===== src/rtl/shape_processor_modeling_pkg.sv =====
// Shared shape processor modelling types: CTRL SFR layout, SHAPE/OPERATION
// encodings and the legality helpers used by the CTRL write path.
package shape_processor_modeling;

    typedef enum logic [1:0] {
        SHAPE_ILLEGAL = 2'b00,
        RECTANGLE     = 2'b01,
        TRIANGLE      = 2'b10,
        KEEP_SHAPE    = 2'b11
    } shape_e;

    typedef enum logic [5:0] {
        PERIMETER      = 6'h00,
        AREA           = 6'h01,
        IS_SQUARE      = 6'h10,
        IS_EQUILATERAL = 6'h20,
        IS_ISOSCELES   = 6'h21,
        KEEP_OPERATION = 6'h3F
    } operation_e;

    typedef struct packed {
        logic [13:0] reserved_hi;
        shape_e      shape;
        logic [9:0]  reserved_lo;
        operation_e  operation;
    } ctrl_sfr_reg;

    // Any SHAPE field value except 'b00 is a meaningful encoding (KEEP included).
    function automatic logic is_legal_shape(input logic [1:0] s);
        return s != SHAPE_ILLEGAL;
    endfunction

    // Only the listed operations plus KEEP_OPERATION are meaningful encodings.
    function automatic logic is_legal_operation(input logic [5:0] o);
        logic legal;
        legal = 1'b0;
        case (o)
            PERIMETER, AREA, IS_SQUARE,
            IS_EQUILATERAL, IS_ISOSCELES,
            KEEP_OPERATION: legal = 1'b1;
            default:        legal = 1'b0;
        endcase
        return legal;
    endfunction

    // Combination check on already-resolved (non-KEEP) shape and operation.
    function automatic logic is_legal_combination(input logic [1:0] s, input logic [5:0] o);
        logic legal;
        legal = 1'b0;
        case (o)
            PERIMETER, AREA: legal = (s == RECTANGLE) || (s == TRIANGLE);
            IS_SQUARE:       legal = (s == RECTANGLE);
            IS_EQUILATERAL,
            IS_ISOSCELES:    legal = (s == TRIANGLE);
            default:         legal = 1'b0;
        endcase
        return legal;
    endfunction

endpackage


===== src/rtl/shape_processor_ctrl_resolve.sv =====
// Combinational resolution of a CTRL write: substitutes the KEEP codes with
// the current values and decides whether the whole write must be rejected.
module shape_processor_ctrl_resolve
    import shape_processor_modeling::*;
(
    input  logic [1:0] old_shape,
    input  logic [5:0] old_operation,
    input  logic [1:0] shape_field,
    input  logic [5:0] operation_field,
    output logic [1:0] new_shape,
    output logic [5:0] new_operation,
    output logic       reject
);

    // Resolve KEEP codes, then reject on a bad encoding or a bad pairing.
    always_comb begin
        new_shape     = (shape_field == KEEP_SHAPE) ? old_shape : shape_field;
        new_operation = (operation_field == KEEP_OPERATION) ? old_operation : operation_field;
        reject        = !is_legal_shape(shape_field)
                     || !is_legal_operation(operation_field)
                     || !is_legal_combination(new_shape, new_operation);
    end

endmodule


===== src/rtl/shape_processor_ctrl_sfr.sv =====
// CTRL SFR responder: accepts one write at a time, checks it for one cycle,
// then holds an OK/ERROR response until consumed. Reads are served every
// cycle independently of the write FSM.
module shape_processor_ctrl_sfr
    import shape_processor_modeling::*;
#(
    parameter int unsigned ERR_CNT_WIDTH   = 8,
    parameter shape_e      RESET_SHAPE     = RECTANGLE,
    parameter operation_e  RESET_OPERATION = PERIMETER
) (
    input  logic                     clk,
    input  logic                     rst,
    input  logic                     write_valid,
    output logic                     write_ready,
    input  logic [31:0]              write_data,
    output logic                     resp_valid,
    input  logic                     resp_ready,
    output logic                     resp_error,
    input  logic                     read_valid,
    output logic                     read_data_valid,
    output logic [31:0]              read_data,
    output logic [1:0]               shape,
    output logic [5:0]               operation,
    output logic [ERR_CNT_WIDTH-1:0] err_count
);

    typedef enum logic [1:0] {
        IDLE  = 2'd0,
        CHECK = 2'd1,
        RESP  = 2'd2
    } ctrl_state_e;

    ctrl_state_e state;
    ctrl_state_e state_next;

    logic [1:0]  shape_q;
    logic [5:0]  operation_q;
    logic [1:0]  pend_shape_field;
    logic [5:0]  pend_operation_field;
    logic [1:0]  new_shape;
    logic [5:0]  new_operation;
    logic        reject;
    ctrl_sfr_reg ctrl_word;

    // Reserved CTRL bits carry no meaning; this only documents that they are dropped.
    logic unused_reserved;
    assign unused_reserved = ^{write_data[31:18], write_data[15:6]};

    shape_processor_ctrl_resolve u_resolve (
        .old_shape       (shape_q),
        .old_operation   (operation_q),
        .shape_field     (pend_shape_field),
        .operation_field (pend_operation_field),
        .new_shape       (new_shape),
        .new_operation   (new_operation),
        .reject          (reject)
    );

    // FSM state register.
    always_ff @(posedge clk) begin
        if (rst) state <= IDLE;
        else     state <= state_next;
    end

    // FSM next state: IDLE -> CHECK on a write, one CHECK cycle, RESP until consumed.
    always_comb begin
        state_next = state;
        unique case (state)
            IDLE:    if (write_valid) state_next = CHECK;
            CHECK:   state_next = RESP;
            RESP:    if (resp_ready) state_next = IDLE;
            default: state_next = IDLE;
        endcase
    end

    // FSM outputs: ready only when idle, response shown for the whole RESP state.
    always_comb begin
        write_ready = (state == IDLE);
        resp_valid  = (state == RESP);
    end

    // Latch the SHAPE/OPERATION fields of the accepted write for the CHECK cycle.
    always_ff @(posedge clk) begin
        if (rst) begin
            pend_shape_field     <= 2'b00;
            pend_operation_field <= 6'h00;
        end else if (state == IDLE && write_valid) begin
            pend_shape_field     <= write_data[17:16];
            pend_operation_field <= write_data[5:0];
        end
    end

    // Commit or reject the pending write at the end of CHECK, all-or-nothing.
    always_ff @(posedge clk) begin
        if (rst) begin
            shape_q     <= RESET_SHAPE;
            operation_q <= RESET_OPERATION;
            resp_error  <= 1'b0;
            err_count   <= '0;
        end else if (state == CHECK) begin
            resp_error <= reject;
            if (reject) begin
                if (err_count != '1) err_count <= err_count + ERR_CNT_WIDTH'(1);
            end else begin
                shape_q     <= new_shape;
                operation_q <= new_operation;
            end
        end
    end

    // Architectural CTRL image with reserved bits forced to zero.
    always_comb begin
        ctrl_word           = '0;
        ctrl_word.shape     = shape_e'(shape_q);
        ctrl_word.operation = operation_e'(operation_q);
    end

    // Read port: snapshot the current CTRL word one cycle after the request, hold otherwise.
    always_ff @(posedge clk) begin
        if (rst) begin
            read_data_valid <= 1'b0;
            read_data       <= 32'h0;
        end else begin
            read_data_valid <= read_valid;
            if (read_valid) read_data <= ctrl_word;
        end
    end

    assign shape     = shape_q;
    assign operation = operation_q;

endmodule


===== config.mk =====
export PLATFORM = sky130hd
export DESIGN_NAME = shape_processor_ctrl_sfr
export DESIGN_NICKNAME = d
export VERILOG_FILES = /design/src/rtl/shape_processor_modeling_pkg.sv /design/src/rtl/shape_processor_ctrl_resolve.sv /design/src/rtl/shape_processor_ctrl_sfr.sv
export SDC_FILE = /design/constraint.sdc
export NUM_CORES = 1
export LEC_CHECK = 0
export ABC_AREA = 1
export BUFFER_PORTS_ARGS = -buffer_cell sky130_fd_sc_hd__buf_2
export CAP_MARGIN = 20
export CELL_PAD_IN_SITES_DETAIL_PLACEMENT = 0
export CELL_PAD_IN_SITES_GLOBAL_PLACEMENT = 1
export CORE_MARGIN = 2
export CORE_UTILIZATION = 31
export DETAILED_ROUTE_END_ITERATION = 7
export PLACE_DENSITY = 0.87
export SLEW_MARGIN = 20
export SYNTH_ARGS = -nofsm -noshare
export SYNTH_HDL_FRONTEND = slang
export SYNTH_SLANG_ARGS = --single-unit

===== constraint.sdc =====
create_clock -name clk -period 2 [get_ports clk]
set_input_delay 0.1 -clock clk [delete_from_list [all_inputs] [get_ports clk]]
set_output_delay 0.1 -clock clk [all_outputs]
set_load 0.1 [all_outputs]

Word-level counts from Yosys, hierarchy flattened. Index checks and enable logic that the tools add are counted.

Bits in registers: 36. Output and inout port bits: 52. Input port bits: 37. Memories: 0. Latch bits: 0. Logic and storage cells: 52. Bits in writable memories: 0. ROM bits: 0.

Eq/ne operators: 17. $mul: 0. Muxes and demuxes: 7. Divide/modulo/power cells: 0. Reduce and logical (&&, ||, !) cells: 17. Magnitude comparators: 0. Add/subtract/negate cells: 1. Bitwise operators: 1. Shift-type cells: 0.

Operators by type and width (count): 6-bit equality test (second input constant) (5); 6-bit by 1-bit equality test with 1-bit output (second input constant) (2); 6-bit by 5-bit equality test with 1-bit output (second input constant) (2); 6-bit zero test (2); 8-bit by 1-bit adder with 8-bit output (second input constant) (1); 8-bit != test (second input constant) (1); 2-bit equality test (second input constant) (3); 2-bit 2-to-1 mux (3); 6-bit 2-to-1 mux (1); 2-bit one-hot mux with 3 select lines (1); 6-bit OR reduction (1); 2-bit by 1-bit equality test with 1-bit output (second input constant) (2); 2-bit AND reduction (2); 2-bit OR reduction (2); 1-bit zero test (3); 1-bit logical OR (3); 1-bit one-hot mux with 3 select lines (1); 3-bit AND reduction (1); 2-bit zero test (1); 2-bit by 1-bit != test with 1-bit output (second input constant) (1); 2-bit != test (second input constant) (1); 2-bit nonzero test (1); 1-bit logical AND (1); 1-bit 2-to-1 mux (1); 1-bit NOT (1).

Logic depth before layout (Yosys ltp).
Depth after elaboration: 9. Mapped depth: 12. Mapped depth without buffers: 11.

Cells and area by module. From an unflattened synthesis, not the netlist that was laid out.

Cells, all modules: 258. Area total of the unflattened synthesis: 1806.7 µm².

Modules (own cells, without submodules): shape_processor_ctrl_sfr (sequential area each 720.7 µm², area each 1551.5 µm², cells an instance 205, times used 1); shape_processor_ctrl_resolve (sequential area each 0.0 µm², area each 255.2 µm², cells an instance 53, times used 1).

Worst setup path after synthesis. OpenSTA, ideal clock, no wires.

Kind: reg-to-reg. Start point: register state[1]. End point: register pend_operation_field[3]. Arrival: 2.274 ns. Buffers on the path: 1. Path slack: -0.400 ns. Data required time: 1.874 ns. Library setup time: 0.126 ns. Cell stages (with the launch flop): 6. Period minus slack after synthesis: 2.400 ns. Cells stage by stage: dfxtp_1 > nor2_1 > nand2_1 > clkbuf_1 > o21ai_0 > a21oi_1.

Word-level cells in the longest chain between the ends: 2.

RTL lines: start: declaration (line shape_processor_ctrl_sfr.sv:33) `ctrl_state_e state;`; start signal: assignment (line shape_processor_ctrl_sfr.sv:62) `else state <= state_next;`; 2-bit zero test; net write_ready (line shape_processor_ctrl_sfr.sv:14) `output logic write_ready,`; 1-bit logical AND (line shape_processor_ctrl_sfr.sv:87) `end else if (state == IDLE && write_valid) begin`; end signal: assignment (line shape_processor_ctrl_sfr.sv:89) `pend_operation_field <= write_data[5:0];`; end: declaration (line shape_processor_ctrl_sfr.sv:39) `logic [5:0] pend_operation_field;`.

The timed path passes the listed nets, and every way through them passes these cells. A chain may end at the register's enable or synchronous reset.

Worst setup path in the final report.
Start point: register pend_shape_field[1]. End point: register err_count[4].

Word-level cells in the longest chain between the ends: 8. Elaborated cells on any way between the ends: 12. Those cells by class: eq/ne: 3; mux: 2; reduce/logical: 7.

RTL lines: start: declaration (line shape_processor_ctrl_sfr.sv:38) `logic [1:0] pend_shape_field;`; start signal: assignment (line shape_processor_ctrl_sfr.sv:88) `pend_shape_field <= write_data[17:16];`; 2-bit equality test (line shape_processor_ctrl_resolve.sv:17) `new_shape = (shape_field == KEEP_SHAPE) ? old_shape : shape_field;`; 2-bit 2-to-1 mux (line shape_processor_ctrl_resolve.sv:17); 2-bit by 1-bit equality test with 1-bit output / 2-bit equality test (equally long branches) (line shape_processor_modeling_pkg.sv:51, shape_processor_modeling_pkg.sv:52, shape_processor_modeling_pkg.sv:54); 1-bit logical OR (line shape_processor_modeling_pkg.sv:51) `PERIMETER, AREA: legal = (s == RECTANGLE) || (s == TRIANGLE);`; 1-bit one-hot mux with 3 select lines (line shape_processor_modeling_pkg.sv:50) `case (o)`; 1-bit zero test (line shape_processor_ctrl_resolve.sv:21) `|| !is_legal_combination(new_shape, new_operation);`; 1-bit logical OR (*) (line shape_processor_ctrl_resolve.sv:21); 3-bit AND reduction (no line) (*); end signal: assignment (line shape_processor_ctrl_sfr.sv:103) `if (err_count != '1) err_count <= err_count + ERR_CNT_WIDTH'(1);`; end: declaration (line shape_processor_ctrl_sfr.sv:24) `output logic [ERR_CNT_WIDTH-1:0] err_count`.

Every way passes the cells marked *; elsewhere a longest branch is shown, timed or not.

==> run metrics <==
Worst EP required 2.22 ns; dpl hpwl around 3000 um; hold_buf cts 0; # diodes 0; post-synth top area share roughly 39%; CP max stage delay 0.34 ns; Synth Area in Compound Gates between 10% and 20%; Switching Share about two fifths; critical path class reg2reg; Routed Antenna Nets 0; Die Width 81.1 um; Synth warnings 0; Worst-Margin Slew 0.603 ns; fin area 2130 sq um; Setup TNS Final 0 ns; share of cells above drive strength 1 between 20% and 30%; Synth Register Bits 36; part of the power in combinational logic 27.9%; fin nets 335; critical-path maximum fanout 9; unrepaired setup endpoints after global routing false; Pins Over Slew Limit 0; clock share of power 29.6%; Final Hold Fails 0; WL final approximately 3900 um; number of max-cap violations 0; CTS tree built; Reg power frac between 40 and 50%; CP endpoint kind register; Mapped Cells 253; largest family of logic cells by synthesized area simple AND/OR/NAND/NOR gates; P per Cell Area 855 nW/um^2; Simple-Gate Fraction of Synth Area 26.5%; TritonRoute pass-1 iters 4; clk root buf clkbuf_8; io pins 89; Area contributors post-synth dfxtp_1, buf_4, nand2_1; Fmax 561 MHz; wire per inst 10.6 um; CP Data Arrival Time 2.00 ns; DP Cell Count 363; Congestion Overflow GR 0; number of library cell types mapped by synthesis 26; Clock Sinks 36; Max clock buf depth 2; status finished clean; # setup viols final 0; fin util 36.4%; Core Region 5850 sq um; Worst-path clk slew 0.07 ns; highest-count cells in the layout ignoring fill and taps nand2_1, buf_2, nor2_1; placed cell area 2030 sq um; via count 1605; Fillers 621; Starting Density 31.5%; number of buffers inserted by port buffering 40; DRT iter0 DRCs 52; WHS 0.0609 ns; H-tree depth 2; average vias per placed instance 4.33; Synth Area in XOR/XNOR 2.85%; worst clock skew 0.00488 ns; cell taking the most area after synthesis dfxtp_1; HP Class in2reg; peak supply drop around 0.41 mV; fin crit share 89.1%; largest net degree at the start of global routing 23; worst rel slew slack 59.8%; cell repeated most along the worst path nand2_1; multiplexer share of the synthesized area 0%; vias in the first global route 1343; post-synthesis sequential area ratio 39.1%; Area Overhead vs Synth 15.5%; area of the die 6580 sq um; post-route insts no fill around 370; Mapped Area 1840 sq um; DP Worst Slack between 0.2 and 0.25 ns; setup ws final 0.218 ns; die height 81.1 um; Internal 1.10 mW; Mean Syn Cell Area 7.29 sq um; Site Rows 28; Pleak 1.03 nW; crit start category register; CP cell instances inv_1, o21ai_0, ha_1, nand2_1, nand2_1, nand2_2, nand3_4, nand2_2, nand2_1, a21oi_1; TritonCTS Buffers 5; adder-cell area share of the yosys netlist between 2 and 2.5%; Tot GR Track Use 12.6%; Psw 722 uW; DRC Markers 0; Power, Total 1.82 mW; routability cong. 0.749; Worst-Skew Late Latency between 0.2 and 0.3 ns; initial antenna violation count 0; Slowest cell on crit path dfxtp_1; crit path time final 1.78 ns; global-route wire length before repair 6300 um
layout make-up:
cell class	count	area [sq um]	area share [%]
multi-input combinational	182	895	42.0
sequential	36	731	34.3
tap	75	93.8	4.41
timing repair buffer	42	215	10.1
clock buffer	8	90.1	4.23
inverter	28	105	4.94
sequential cells by signal, indices dropped and copies added, names as in the netlist:
name,flops
read_data,8
pend_operation_field,6
err_count,8
shape,2
operation,6
pend_shape_field,2
read_data_valid,1
state,2
resp_error,1
worst paths after layout:
kind                  startpoint                      end  slack (ns)  cells past startpoint
max          pend_shape_field[1]             err_count[4]        0.22                     10
min                write_data[0]  pend_operation_field[0]        0.06                      3
max reg2reg  pend_shape_field[1]             err_count[4]        0.22                     10
min reg2reg         err_count[3]             err_count[3]        0.48                      2
power groups by stage:
stage,Clock (mW),Combinational [mW],Sequential (mW)
2_1_floorplan,0,0.382,0.888
3_5_place_dp,0,0.507,0.789
4_1_cts,0.552,0.508,0.773
5_1_grt,0.582,0.541,0.778
6_report,0.540,0.509,0.773
3_3_place_gp,0,0.503,0.789
layer usage:
| layer | track usage [%] | share of wire (%) | vias up | routed length [um] |
|---|---|---|---|---|
| met5 | 0 | 0 | - | 0 |
| met4 | 4.07 | 1.6 | 0 | 63 |
| li1 | - | - | 838 | - |
| met3 | 3.89 | 5.2 | 5 | 205 |
| met1 | 17.2 | 49 | 723 | 1920 |
| met2 | 18.8 | 44 | 39 | 1750 |
critical path: cells and delay by family, from the launching register on:
family                     cells  cell delay [ns]
adders and majority gates      1             0.27
AOI/OAI and AO/OA              2             0.35
buffers and inverters          1             0.07
and+or+nand+nor                6             0.67
DFF                            1             0.34
timing repair:
item / 4_1_cts / 5_1_grt
resized for setup: 0 / 1
endpoints found under the setup margin: 0 / 1
buffers inserted: 0 / 0
logic make-up after synthesis:
group | Yosys count
AND/OR/NAND/NOR | 108
buffers and inverters | 58
adder cells (fa/ha/maj) | 3
AO/OA/AOI/OAI | 41
flip-flops | 36
XOR/XNOR | 6
other | 1
synth_stat cells:
master and count:
nand2_1 40, dfxtp_1 36, nor2_1 33, inv_1 26, buf_4 24, a21oi_1 20, o21ai_0 19, nand3_1 18
nand2_2 6, clkbuf_1 4, xor2_1 4, ha_1 3, nor2_2 3, inv_2 2, nand4_1 2, nor3_1 2
xnor2_1 2, a31oi_2 1, buf_6 1, clkbuf_8 1, conb_1 1, nand3_2 1, nand3_4 1, nand3b_1 1
nor2_4 1, o211ai_1 1
Note: power is estimated with default switching activity, not from simulation.
